### src/rtl/gb_apu_frame_sequencer.sv
// Game Boy APU frame sequencer: 512 Hz base event -> length / sweep / envelope strobes.
// Optional macro GB_APU_FS_LENGTH_QUIRK_EN adds the length_half output.
module gb_apu_frame_sequencer #(
  parameter int unsigned CLK_DIV    = 8192,
  parameter int unsigned PRESCALE_W = 13
) (
  input  logic       clk,
  input  logic       reset,
  input  logic       apu_enable,
  input  logic       use_ext_div,
  input  logic       div_bit,
  output logic       clk_length_ctr,
  output logic       clk_sweep,
  output logic       clk_vol_env,
`ifdef GB_APU_FS_LENGTH_QUIRK_EN
  output logic       length_half,
`endif
  output logic [2:0] step
);

  localparam logic [PRESCALE_W-1:0] PS_LAST = PRESCALE_W'(CLK_DIV - 1);

  logic [PRESCALE_W-1:0] prescaler;
  logic                  div_prev;
  logic                  ev_int;
  logic                  ev_ext;
  logic                  ev;
  logic [2:0]            step_next;

  always_comb begin
    ev_int    = (prescaler == PS_LAST);
    ev_ext    = div_prev & ~div_bit;
    ev        = use_ext_div ? ev_ext : ev_int;
    step_next = ev ? step + 3'd1 : step;
  end

  // DIV history runs unconditionally so a mode switch sees a valid edge history.
  always_ff @(posedge clk or negedge reset) begin
    if (!reset) div_prev <= 1'b0;
    else        div_prev <= div_bit;
  end

  always_ff @(posedge clk or negedge reset) begin
    if (!reset)                         prescaler <= '0;
    else if (!apu_enable || use_ext_div) prescaler <= '0;
    else if (ev_int)                    prescaler <= '0;
    else                                prescaler <= prescaler + PRESCALE_W'(1);
  end

  always_ff @(posedge clk or negedge reset) begin
    if (!reset) begin
      clk_length_ctr <= 1'b0;
      clk_sweep      <= 1'b0;
      clk_vol_env    <= 1'b0;
      step           <= '0;
    end else if (!apu_enable) begin
      clk_length_ctr <= 1'b0;
      clk_sweep      <= 1'b0;
      clk_vol_env    <= 1'b0;
      step           <= '0;
    end else begin
      // Schedule decoded from the step being executed, not the one that follows.
      clk_length_ctr <= ev & ~step[0];
      clk_sweep      <= ev & (step[1:0] == 2'b10);
      clk_vol_env    <= ev & (step == 3'd7);
      step           <= step_next;
    end
  end

`ifdef GB_APU_FS_LENGTH_QUIRK_EN
  always_ff @(posedge clk or negedge reset) begin
    if (!reset)           length_half <= 1'b0;
    else if (!apu_enable) length_half <= 1'b0;
    else                  length_half <= step_next[0];
  end
`endif

endmodule

### config.mk
export PLATFORM = sky130hd
export DESIGN_NAME = gb_apu_frame_sequencer
export DESIGN_NICKNAME = d
export VERILOG_FILES = /design/src/rtl/gb_apu_frame_sequencer.sv
export SDC_FILE = /design/constraint.sdc
export NUM_CORES = 1
export LEC_CHECK = 0
export BUFFER_PORTS_ARGS = -buffer_cell sky130_fd_sc_hd__clkbuf_2
export CELL_PAD_IN_SITES_DETAIL_PLACEMENT = 0
export CELL_PAD_IN_SITES_GLOBAL_PLACEMENT = 1
export CORE_ASPECT_RATIO = 1.4
export CORE_MARGIN = 5
export CORE_UTILIZATION = 47
export CTS_CLUSTER_SIZE = 20
export DETAILED_ROUTE_END_ITERATION = 7
export PLACE_DENSITY = 0.86
export SLEW_MARGIN = 20
export SYNTH_ARGS = -nofsm -noshare
export SYNTH_HDL_FRONTEND = slang
export SYNTH_SLANG_ARGS = --single-unit
### constraint.sdc
create_clock -name clk -period 2.85 [get_ports clk]
set_input_delay 0.4275 -clock clk [delete_from_list [all_inputs] [get_ports clk]]
set_output_delay 0.4275 -clock clk [all_outputs]
set_load 0.03 [all_outputs]
==> flow_summary.rst <==
.. list-table::
   :header-rows: 1

   * - Metric
     - Value
   * - Final total power
     - 0.442 mW
   * - Resized Gates After CTS
     - 0
   * - Req. time, crit path
     - 3.07 ns
   * - Total routing resource utilization after global routing
     - about 12%
   * - Count of hold buffers inserted by post-cts repair
     - 0
   * - Final routed wire length divided by cell count
     - 13.1 µm
   * - Post-Synthesis Cells
     - 83
   * - Number of standard-cell rows in the floorplan
     - 19
   * - Clock tree from TritonCTS
     - yes
   * - Antenna viol nets, final
     - 0
   * - Number of distinct library cells after synthesis
     - 23
   * - Syn_nets
     - between 90 and 100
   * - Final weighted congestion in routability-driven placement
     - a little over 0.7
   * - Delay-heaviest family, CP
     - simple AND/OR/NAND/NOR gates
   * - Critical path startpoint category
     - register
   * - Sequential area share after synthesis
     - 53.4%
   * - Setup Crit Path Kind
     - reg2reg
   * - Final min period
     - 1.61 ns
   * - Global route total overflow
     - 0
   * - Half-perimeter wire length after detailed placement
     - ~1100 µm
   * - Non-Filler Cell Area, Final
     - slightly above 1000 µm²
   * - Die Span Y
     - around 63 µm
   * - Number of buffers between clock root and the deepest sink
     - 2
   * - Cell area reported after detailed placement
     - between 900 and 1000 µm²
   * - Finish-stage setup viols
     - 0
   * - Cells on worst reg2reg path
     - 5
   * - CTS clk-pin slew, worst paths
     - roughly 0.10 ns
   * - Via count
     - between 500 and 600
   * - Tightest Hold Check Type
     - in2async
   * - Post-synthesis compound-gate area fraction
     - around 2.4%
   * - First-iteration detailed-routing DRC count
     - 10
   * - Dominant combinational cell family by area after synthesis
     - simple AND/OR/NAND/NOR gates
   * - H-tree levels
     - 1
   * - Top area cells in the synthesized netlist
     - dfrtp_1 53%, xor2_1 7.5%, ha_1 5.3%
   * - Antenna violations before repair
     - 0
   * - Initial DRT Pass Iterations
     - 4
   * - Maximum fanout along the worst path
     - 6
   * - Highest clock frequency the design can meet
     - just over 600 MHz
   * - Slowest cell delay on critical path
     - 0.40 ns
   * - Global-route wire length before repair
     - 2570 µm
   * - CTS Root Buffer Type
     - clkbuf_4
   * - Static leakage
     - 0.504 nW
   * - Maximum capacitance violations
     - 0
   * - Worst-Skew Late Latency
     - ~0.29 ns
   * - Status
     - complete, no violations
   * - Setup TNS
     - 0 ns
   * - Master of the slowest instance on the critical path
     - dfrtp_1
   * - Leading cell type in the layout, fill and taps excluded
     - dfrtp_1
   * - Area of the core region
     - ~1900 µm²
   * - DRC viols
     - 0
   * - Pins over their slew limit
     - 0
   * - Via count of the first global-routing pass
     - ~600
   * - Yosys reg bits
     - 20
   * - Total length of routed wires
     - 1480 µm
   * - Crit path buf inv count
     - 0
   * - Port buffer count
     - 10
   * - Post-Layout Cell Count
     - ~110
   * - Final layout net count
     - a little over 100
   * - Avg Cell Area, Syn
     - 11.3 µm²
   * - Ant diodes
     - 0
   * - Post-Syn Area
     - around 940 µm²
   * - Pin count of the biggest net entering global routing
     - 21
   * - CTS buffer count
     - 3
   * - Ratio of cells with drive above 1 in the final layout
     - between 15 and 20%
   * - Clock Skews
     - 0.00108 ns
   * - Data arrival time of the worst path
     - about 1.8 ns
   * - Pwr Density
     - about 440 nW/µm²
   * - Cell count along the critical path
     - 5
   * - X dimension of the die
     - approximately 48 µm
   * - Starting density of the core
     - 48.7%
   * - Share of synthesized cell area in full adder, half adder and majority cells
     - under 10%
   * - Top cell type's share of synthesized area
     - a little over half
   * - Transition time at the pin with the least slew margin
     - between 0.4 and 0.5 ns
   * - Ordered cell list for the critical path
     - ha_1 > and3_1 > nand4_4 > o21ai_4 > mux2i_1
   * - Max_slew headroom
     - about two thirds
   * - Full die area
     - 3000 µm²
   * - Area share of and/or/nand/nor cells after synthesis
     - between 20% and 30%
   * - Io pins
     - 11
   * - Unrepaired setup endpoints after global routing
     - no
   * - Number of endpoints with negative hold slack in the final report
     - 0
   * - Ratio of routed vias to standard cells
     - 5.23
   * - Period utilisation layout
     - 56.5%
   * - Worst supply voltage drop on vdd
     - 0.000272 V
   * - Multiplexer share of the synthesized area
     - 3.20%
   * - Xor-xnor portion of the synthesized cell area
     - under 10%
   * - Post-Place Cells
     - between 100 and 150
   * - Commonest non-fill, non-tap cells in the layout
     - 20 x dfrtp_1, 13 x nor2_1, 10 x clkbuf_2
   * - Ys Warns
     - 0
   * - Post-CTS Setup Bufs
     - 0
   * - Clock sink total
     - 20
   * - Fill count
     - ~170
   * - Type of destination of the critical path
     - register
   * - Layout overhead on the synthesized area
     - 7.61%
   * - Cell type contributing the most total cell area after synthesis
     - dfrtp_1
==> metal layers <==
layer	vias up	global-route usage (%)	part of all wire [%]
met1	285	14.8	41
li1	296	-	-
met3	2	1.73	4.3
met5	-	0	0
met4	0	7.07	1.4
met2	8	18.9	53
==> worst paths after layout <==
check,start,endpoint,slack (ns)
worst max-delay path,prescaler[0]$_DFF_PN0_,step[2]$_DFFE_PN0P_,1.24
worst min register to register,prescaler[0]$_DFF_PN0_,prescaler[0]$_DFF_PN0_,0.49
worst max register to register,prescaler[0]$_DFF_PN0_,step[2]$_DFFE_PN0P_,1.24
min in group clk,div_bit,div_prev$_DFF_PN0_,0.25
max in group asynchronous,reset,prescaler[9]$_DFF_PN0_,2.44
worst min-delay path,reset,div_prev$_DFF_PN0_,0.08
==> state kept, by name, summed over array words and instances (netlist names) <==
name and count:
clk_length_ctr 1, clk_sweep 1, prescaler 13, clk_vol_env 1, div_prev 1, step 3
==> logic make-up after synthesis <==
family                     Yosys count
AOI/OAI and AO/OA                    2
xor gates and xnor gates            10
adders and majority gates            4
buffers and inverters                6
DFF                                 20
muxes                                3
and+or+nand+nor                     38
==> final cells by class <==
cell class                      count  area (µm²)  share of cell area [%]
Multi-Input combinational cell     57         402                    39.8
Sequential cell                    20         500                    49.6
Inverter                            2        7.51                   0.744
Timing Repair Buffer               10        50.0                    4.96
Clock buffer                        3        22.5                    2.23
Tap cell                           21        26.3                    2.61
==> report_power, final <==
| group | switching, mW | internal (mW) | total [mW] |
|---|---|---|---|
| Combinational | 0.0180 | 0.00775 | 0.0258 |
| Clock | 0.0770 | 0.0491 | 0.126 |
| Sequential | 0.00264 | 0.287 | 0.290 |
==> synth_stat cells (all sizes together) <==
| cell | number |
|---|---|
| o21ai | 1 |
| xnor2 | 2 |
| dfrtp | 20 |
| nand3b | 2 |
| nor2b | 1 |
| and4 | 3 |
| buf | 3 |
| a31oi | 1 |
| nand3 | 4 |
| nand4 | 3 |
| xor2 | 8 |
| mux2i | 3 |
| clkbuf | 1 |
| nand2b | 1 |
| nand2 | 7 |
| inv | 2 |
| nor2 | 13 |
| ha | 4 |
| and3 | 4 |
==> metrics by stage <==
stage / hold slack, ns / util (%) / setup WS [ns]
finish: 0.0794 / 52.4 / 1.24
global route: 0.104 / 52.4 / 1.12
CTS: 0.0817 / 52.4 / 1.21
detailed placement: 0.417 / 51.2 / 1.24
global placement: 0.405 / 51.2 / 1.30
floorplan: 0.132 / - / 1.39
No activity file was read; power rests on OpenSTA's default activity.
